--- src/rtl/exp_pkg.sv ---
// Shared definitions for the exp_series_engine slice.
//   state_e : engine FSM states
//   Q_ONE   : 1.0 in Q1.16, the default input width
//   coef()  : series coefficient floor(2^in_w / k!)
package exp_pkg;

    typedef enum logic [2:0] {IDLE, LOAD, CALC, WRITE, DONE} state_e;

    localparam int unsigned DEF_IN_W = 16;
    localparam longint unsigned Q_ONE = 64'd1 << DEF_IN_W;

    // Elaboration-time helper; k stays small so the factorial fits in 64 bits.
    function automatic longint unsigned coef(longint unsigned k, longint unsigned in_w);
        longint unsigned fact;
        fact = 64'd1;
        for (longint unsigned i = 2; i <= k; i++) begin
            fact = fact * i;
        end
        return (64'd1 << in_w) / fact;
    endfunction

endpackage

--- src/rtl/exp_out_fifo.sv ---
// Synchronous result FIFO used by exp_series_engine when EXP_OUT_FIFO_EN is defined.
// Ports:
//   clk, rst     clock, asynchronous active-low reset
//   push, wdata  write request and data (ignored when full)
//   pop          read request (ignored when empty)
//   full, empty  status
//   rdata        head entry, valid while !empty
module exp_out_fifo #(
    parameter int unsigned WIDTH = 18,
    parameter int unsigned DEPTH = 4
) (
    input  logic             clk,
    input  logic             rst,
    input  logic             push,
    input  logic [WIDTH-1:0] wdata,
    input  logic             pop,
    output logic             full,
    output logic             empty,
    output logic [WIDTH-1:0] rdata
);

    localparam int unsigned PW = $clog2(DEPTH);

    logic [WIDTH-1:0] mem_q [DEPTH];
    logic [PW-1:0]    wptr_q, rptr_q;
    logic [PW:0]      cnt_q;
    logic             push_ok, pop_ok;

    assign full    = (cnt_q == (PW+1)'(DEPTH));
    assign empty   = (cnt_q == '0);
    assign rdata   = mem_q[rptr_q];
    assign push_ok = push & ~full;
    assign pop_ok  = pop & ~empty;

    always_ff @(posedge clk or negedge rst) begin
        if (!rst) begin
            for (int i = 0; i < DEPTH; i++) begin
                mem_q[i] <= '0;
            end
            wptr_q <= '0;
            rptr_q <= '0;
            cnt_q  <= '0;
        end else begin
            if (push_ok) begin
                mem_q[wptr_q] <= wdata;
                wptr_q        <= wptr_q + 1'b1;
            end
            if (pop_ok) begin
                rptr_q <= rptr_q + 1'b1;
            end
            if (push_ok && !pop_ok) begin
                cnt_q <= cnt_q + 1'b1;
            end else if (pop_ok && !push_ok) begin
                cnt_q <= cnt_q - 1'b1;
            end
        end
    end

endmodule

--- src/rtl/exp_series_engine.sv ---
// Streaming e^x engine: after w_start, takes JOB_LEN samples x (Q0.IN_W) over a valid/ready
// handshake and writes sum_{k<N} x^k/k! (Q2.IN_W, truncated products) per sample downstream.
// Optional build macro: EXP_OUT_FIFO_EN buffers results in an internal exp_out_fifo.
// Ports:
//   clk, rst           clock, asynchronous active-low reset
//   w_start, ui        job start pulse (IDLE only) and term count minus 1
//   vi, vi_valid       sample input; vi_ready high in LOAD
//   wr_full, wr_req    downstream backpressure and write strobe
//   out                result, valid while wr_req
//   busy, done         job in progress, one-cycle completion pulse
module exp_series_engine
    import exp_pkg::*;
#(
    parameter int unsigned IN_W       = 16,
    parameter int unsigned MAX_TERMS  = 8,
    parameter int unsigned JOB_LEN    = 4,
    parameter int unsigned FIFO_DEPTH = 4,
    localparam int unsigned TW        = $clog2(MAX_TERMS)
) (
    input  logic            clk,
    input  logic            rst,
    input  logic            w_start,
    input  logic [TW-1:0]   ui,
    input  logic [IN_W-1:0] vi,
    input  logic            vi_valid,
    output logic            vi_ready,
    input  logic            wr_full,
    output logic            wr_req,
    output logic [IN_W+1:0] out,
    output logic            busy,
    output logic            done
);

    localparam int unsigned AW = IN_W + 2;
    localparam int unsigned CW = (JOB_LEN > 1) ? $clog2(JOB_LEN) : 1;
    localparam logic [IN_W:0] ONE = {1'b1, {IN_W{1'b0}}};

    if (JOB_LEN < 1 || FIFO_DEPTH < 2 || (FIFO_DEPTH & (FIFO_DEPTH - 1)) != 0) begin : g_chk
        $error("exp_series_engine: bad JOB_LEN or FIFO_DEPTH");
    end

    state_e          state_q, state_d;
    logic [IN_W-1:0] x_q;
    logic [IN_W:0]   term_q;
    logic [AW-1:0]   acc_q;
    logic [TW-1:0]   k_q, ui_q;
    logic [CW-1:0]   cnt_q;
    logic [IN_W:0]   coef_tab [MAX_TERMS];
    logic [AW-1:0]   acc_inc;
    logic [IN_W:0]   term_nxt;
    logic            wr_ok;    // WRITE may complete this cycle
    logic            drained;  // no result still waiting to leave the engine
    logic            last;

    for (genvar g = 0; g < MAX_TERMS; g++) begin : g_coef
        assign coef_tab[g] = (IN_W+1)'(coef(64'(g), 64'(IN_W)));
    end

    // Both products are truncated back to the fixed-point grid.
    assign acc_inc  = AW'(((2*IN_W+2)'(term_q) * (2*IN_W+2)'(coef_tab[k_q])) >> IN_W);
    assign term_nxt = (IN_W+1)'(((2*IN_W+1)'(term_q) * (2*IN_W+1)'(x_q)) >> IN_W);
    assign last     = (cnt_q == CW'(JOB_LEN - 1));

`ifdef EXP_OUT_FIFO_EN
    logic          fifo_full, fifo_empty;
    logic [AW-1:0] fifo_head;

    exp_out_fifo #(
        .WIDTH (AW),
        .DEPTH (FIFO_DEPTH)
    ) u_fifo (
        .clk   (clk),
        .rst   (rst),
        .push  (state_q == WRITE),
        .wdata (acc_q),
        .pop   (wr_req),
        .full  (fifo_full),
        .empty (fifo_empty),
        .rdata (fifo_head)
    );

    assign wr_ok   = ~fifo_full;
    assign wr_req  = ~fifo_empty & ~wr_full;
    assign out     = fifo_head;
    assign drained = fifo_empty;
`else
    assign wr_ok   = ~wr_full;
    assign wr_req  = (state_q == WRITE) & ~wr_full;
    assign out     = acc_q;
    assign drained = 1'b1;
`endif

    always_comb begin
        state_d  = state_q;
        vi_ready = 1'b0;
        busy     = 1'b0;
        done     = 1'b0;
        unique case (state_q)
            IDLE: begin
                if (w_start) state_d = LOAD;
            end
            LOAD: begin
                vi_ready = 1'b1;
                busy     = 1'b1;
                if (vi_valid) state_d = CALC;
            end
            CALC: begin
                busy = 1'b1;
                if (k_q == ui_q) state_d = WRITE;
            end
            WRITE: begin
                busy = 1'b1;
                if (wr_ok) state_d = last ? DONE : LOAD;
            end
            DONE: begin
                busy = ~drained;
                done = drained;
                if (drained) state_d = IDLE;
            end
            default: state_d = IDLE;
        endcase
    end

    always_ff @(posedge clk or negedge rst) begin
        if (!rst) begin
            state_q <= IDLE;
            x_q     <= '0;
            term_q  <= '0;
            acc_q   <= '0;
            k_q     <= '0;
            ui_q    <= '0;
            cnt_q   <= '0;
        end else begin
            state_q <= state_d;
            unique case (state_q)
                IDLE: begin
                    if (w_start) begin
                        ui_q  <= ui;
                        cnt_q <= '0;
                    end
                end
                LOAD: begin
                    if (vi_valid) begin
                        x_q    <= vi;
                        term_q <= ONE;
                        acc_q  <= '0;
                        k_q    <= '0;
                    end
                end
                CALC: begin
                    acc_q  <= acc_q + acc_inc;
                    term_q <= term_nxt;
                    k_q    <= k_q + 1'b1;
                end
                WRITE: begin
                    if (wr_ok) cnt_q <= cnt_q + 1'b1;
                end
                default: ;
            endcase
        end
    end

endmodule

--- config.mk ---
export PLATFORM = sky130hd
export DESIGN_NAME = exp_series_engine
export DESIGN_NICKNAME = d
export VERILOG_FILES = /design/src/rtl/exp_pkg.sv /design/src/rtl/exp_out_fifo.sv /design/src/rtl/exp_series_engine.sv
export SDC_FILE = /design/constraint.sdc
export NUM_CORES = 1
export LEC_CHECK = 0
export CORE_UTILIZATION = 50
export CTS_BUF_LIST = sky130_fd_sc_hd__clkbuf_8
export CTS_CLUSTER_SIZE = 25
export DETAILED_ROUTE_END_ITERATION = 7
export PLACE_DENSITY = 0.67
export SLEW_MARGIN = 20
export SYNTH_ARGS = -nofsm -noshare
export SYNTH_HDL_FRONTEND = slang
export SYNTH_HIERARCHICAL = 1
export SYNTH_SLANG_ARGS = --single-unit
--- constraint.sdc ---
create_clock -name clk -period 14.25 [get_ports clk]
set_clock_uncertainty 0.1 [all_clocks]
set_input_delay 3.5625 -clock clk [delete_from_list [all_inputs] [get_ports clk]]
set_output_delay 3.5625 -clock clk [all_outputs]
set_load 0.01 [all_outputs]
; ---- Word-level counts from Yosys, hierarchy flattened
; Memories as Yosys holds them, arrays and structs flattened.
; Index checks and enable logic that the tools add are counted.
; Widths: inputs -> output; s select.
[word_totals]
register_bits = 62
romBits = 136
in_bits = 24
memories = 1
[op_classes]
add_sub_neg = 3
n_mul = 2
order_cmp = 1
n_eq_ne = 10
mux = 20
n_bitwise = 3
reduce_logical = 9
[memory_table]
columns = memory, depth, word_bits, read_ports, rd_clocked_by_memory_dff, wr, line
row1 = (name not given), 8, 17, 1, 0, 0, exp_series_engine.sv:60  ; assign acc_inc = AW'(((2*IN_W+2)'(term_q) * (2*IN_W+2)'(coef_tab[k_q])) >> IN_W);
[op_table]
columns = cell, count
row1 = $mux 17, 3
row2 = $pmux 18 s2, 1
row3 = $mul 17x17->34, 1
row4 = $pmux 17 s2, 1
row5 = $mul 17x16->33, 1
row6 = $add 18x18->18, 1
row7 = $mux 18, 1
row8 = $mux 3, 6
row9 = $pmux 3 s4, 1
row10 = $ne 2x2->1 const B, 4
row11 = $eq 3x2->1 const B, 2
row12 = $pmux 3 s2, 1
row13 = $reduce_and 2->1, 3
row14 = $ge 4x4->1 const B, 1
row15 = $mux 2, 2
row16 = $not 3->4, 1
row17 = $pmux 2 s2, 1
row18 = $reduce_and 4->1, 1
row19 = $reduce_bool 2->1, 2
row20 = $add 3x1->3 const B, 1
row21 = $eq 3x1->1 const B, 1
row22 = $eq 3x3->1, 1
row23 = $eq 3x3->1 const B, 1
row24 = $logic_not 3->1, 1
row25 = other kinds (7), 9

; ---- Longest topological paths before layout
[depth]
ltp_word = 7
ltp_mapped = 37
ltp_nobuf = 36

; ---- Worst setup path after synthesis
; No wires, ideal clock.
[synth_timing]
path_type = register to register
startpoint = reg k_q[1]
endpoint = reg acc_q[17] (netlist: out[17])
setup_time_ps = 87
t_arrival_ps = 8114
required_time_ps = 14063
slack_ps = 5949
stages_incl_launch_ff = 34
path_cell_list = dfrtp_1 -> inv_1 -> ha_1 -> mux2i_1 -> clkbuf_1 -> nor2b_1 -> fa_1 -> inv_1 -> fa_1 -> fa_1 -> inv_1 -> fa_1 -> fa_1 -> inv_1 -> fa_1 -> inv_1 -> ha_1 -> a21o_1 -> nor3_1 -> a21boi_0 -> o21a_1 -> or2_2 -> a31oi_1 -> xnor2_1 -> ha_1 -> o21ai_0 -> nand2b_1 -> and2_1 -> a31oi_1 -> o22ai_1 -> a31oi_1 -> o21ai_0 -> or4_1 -> o211ai_1
[synth_between]
elab_chain_len = 7
[synth_lines]
columns = element, line
row1 = "start, declared", exp_series_engine.sv:46  ; logic [TW-1:0] k_q, ui_q;
row2 = "start signal, assigned", exp_series_engine.sv:153  ; k_q <= k_q + 1'b1;
row3 = $not 3->4 (not written as such), exp_series_engine.sv:60
row4 = $mem_v2 8x17, -
row5 = $mux 17 (not written as such) (2 in series), exp_series_engine.sv:60
row6 = $mul 17x17->34, exp_series_engine.sv:60
row7 = $add 18x18->18, exp_series_engine.sv:151  ; acc_q <= acc_q + acc_inc;
row8 = $pmux 18 s2, exp_series_engine.sv:135  ; unique case (state_q)
row9 = "end signal, assigned", exp_series_engine.sv:151
row10 = "end, declared", exp_series_engine.sv:45  ; logic [AW-1:0] acc_q;
; No other way between the ends. The select of a mux whose other input is x is not followed.
; A chain may end at the register's enable or synchronous reset.

; ---- Worst setup path in the final report
[layout_timing]
startpoint = reg k_q[2]
endpoint = reg acc_q[17] (netlist: out[17])
; Same word-level chain as after synthesis.

==> results by group <==
Detailed routing
  – Vias per Instance: 5.30
  – Drt pass-1 iters: 5
  – Final routed DRC violation total: 0
  – Vias: 13900
  – Initial DRC Count: 760
  – Routed Antenna Nets: 0
  – DRT Wirelength: 43600 um
  – Wirelength per Cell: 16.6 um

Synthesis
  – Seq/Total Area, Yosys: 8.10%
  – Count of cell types in the netlist: 62
  – Synth Warn #: 6
  – Asr flop ratio synth: 100%
  – Mean Syn Cell Area: 9.02 sq um
  – Cell count after synthesis: 2123
  – Post-synth EDFFs: 0
  – Synth Net Count: 2782
  – Post-synthesis instance area: 19100 sq um
  – Synth Flop Type: dfrtp_1
  – Synth Register Bits: 62

Placed design
  – RD Place Congestion: 0.896
  – Place WS: 4470 ps
  – Port bufs: 45
  – Detailed-placement wirelength estimate: 34200 um

Finish
  – Diode count: 0
  – Register Area: 1550 sq um
  – # fillers: 3467
  – Multi-input logic area: 15400 sq um
  – Layout cells sized above 1: 3.46%
  – Area growth syn-to-layout: 5.70%
  – Fin nets: 2765

STA
  – Worst rel slew slack: 25.1%
  – Measured slew at the worst slew-check pin: 1120 ps
  – Max Freq: 101 MHz
  – Endpoints failing hold: 0
  – Setup_tns: 0 ps
  – Post-layout min period: 9910 ps
  – RSZ-0062 raised after global routing: no
  – Final setup fails: 0
  – Final setup margin: 4340 ps
  – Tcrit/Tclk final: 69.6%
  – Pins Over Slew Limit: 0

Run status
  – Status: complete, no violations

Worst setup path
  – Critical Path RT: 14470 ps
  – Worst EP arrival: 10130 ps
  – Most frequent CP cell: fa_1
  – CP peak stage delay: 800 ps
  – CP bufs+invs: 5
  – WS Path Type: flop to flop
  – Crit end category: flop
  – Max stage delay cell, worst path: nor2_1
  – Delay-heaviest family, CP: adder cells
  – Setup crit start kind: flop
  – CP Max Fanout: 18

CTS
  – Clock Tree Buf Depth: 2
  – CTS Buf Count: 9
  – CTS HTree Levels: 3
  – Setup Buffers After CTS: 0
  – CTS Sinks: 62
  – CTS tree: done
  – Clk Latency, worst-skew pair: 410 ps
  – CTS clk-pin slew, worst paths: 80 ps
  – Resized Gates After CTS: 0
  – # hold bufs at CTS: 0
  – Root Driver: clkbuf_8

Die
  – Number of I/O pins: 46
  – Die X: 198 um
  – Initial Util: 50.8%
  – Full die area: 39100 sq um
  – Site row count: 71
  – Die Y: 198 um
  – Core Area: 37700 sq um

Run
  – Max-cap violations: 0

Global routing
  – Vias in the first global route: 14700
  – Initial antenna violation count: 2
  – Grt ovf: 0
  – Largest net degree at the start of global routing: 63
  – GRT Resource Usage Total: 24.0%
  – First-pass GRT wire length: 73800 um

Worst hold path
  – Worst min-delay path category: flop to flop
-- layout make-up --
type | instances | share of cell area, %
clock inverters | 5 | 0.253
multi-input cells | 1477 | 76.1
repair buffers | 68 | 3.05
well taps | 511 | 3.16
clock buffers | 10 | 0.680
inverters | 488 | 9.05
flip-flops and latches | 62 | 7.67
-- flip-flops by register name, indices dropped and copies added (netlist names) --
signal / cells
cnt_q: 2
k_q: 3
out: 18
state_q: 3
term_q: 17
ui_q: 3
x_q: 16
-- routing by layer --
metal	track usage [%]	vias up	wire length (um)
met2	40.3	366	21400
met3	3.32	45	2470
li1	-	6384	-
met5	0	-	13
met4	4.79	2	565
met1	33.2	7098	19200
-- final timing paths --
check | cells after the start | slack, ps | from | end
setup reg to reg | 32 | 4340 | k_q[2]$_DFFE_PN0P_ | out[17]$_DFFE_PN0P_
setup / recovery | 32 | 4340 | k_q[2]$_DFFE_PN0P_ | out[17]$_DFFE_PN0P_
max in group asynchronous | 2 | 10210 | rst | x_q[10]$_DFFE_PN0P_
min in group asynchronous | 2 | 3240 | rst | out[13]$_DFFE_PN0P_
hold / removal | 1 | 420 | cnt_q[1]$_DFFE_PN0P_ | cnt_q[1]$_DFFE_PN0P_
hold reg to reg | 1 | 420 | cnt_q[1]$_DFFE_PN0P_ | cnt_q[1]$_DFFE_PN0P_
-- cell usage in the layout, fill, tap and decap left out, types with 16 or more instances in the layout --
cell             instances
and2_1                 172
inv_1                  489
a21oi_1                 37
mux2_2                  20
o22ai_1                 16
dfrtp_1                 62
nor2_1                  26
clkdlybuf4s50_1         44
a21o_1                  20
nor2b_1                 18
xor2_1                  22
buf_4                   23
fa_1                   362
o21ai_0                 41
nand3_1                 16
xnor2_1                 32
nand2_1                306
ha_1                   273
-- cell families (layout without fill, tap and decap cells) --
logic type / after synthesis / in the layout / synth area share (%)
compound gates: 161 / 161 / 5.44
buf+inv: 584 / 571 / 11.5
simple gates: 603 / 603 / 15.4
mux: 24 / 24 / 1.39
fa+ha+maj: 635 / 635 / 55.7
xor+xnor: 54 / 54 / 2.47
flops: 62 / 62 / 8.10
-- per-stage QoR --
| stage | instances | cell area [sq um] | util (%) | hold slack, ps |
|---|---|---|---|---|
| after CTS | 2621 | 20200 | 53.7 | 429 |
| final | 2621 | 20200 | 53.7 | 423 |
| after global routing | 2621 | 20200 | 53.7 | 433 |
| after detailed placement | 2606 | 20000 | 53.2 | 404 |
| after global placement | 2606 | 20000 | 53.2 | 391 |
| after floorplan | 2123 | 19100 | - | 370 |
-- cells in the mapped netlist (6+ instances only) --
library cell / instances / area, sq um
nor3_1: 12 / 60.1
clkbuf_1: 92 / 345
fa_1: 362 / 7250
inv_1: 488 / 1830
nand3_1: 16 / 80.1
o21ai_0: 41 / 205
a21o_1: 20 / 150
ha_1: 273 / 3420
o22ai_1: 16 / 100
nand2_1: 306 / 1150
nor2_1: 27 / 101
xnor2_1: 32 / 280
nand2b_1: 6 / 37.5
xor2_1: 22 / 193
and3_1: 13 / 81.3
a21oi_1: 37 / 185
dfrtp_1: 62 / 1550
nor2b_1: 19 / 119
a211oi_1: 8 / 60.1
mux2_2: 20 / 225
and2_1: 172 / 1080
Power is left out: the tool's default activity adds up to more than one toggle a clock period on the data nets, which glitch-free logic cannot reach.
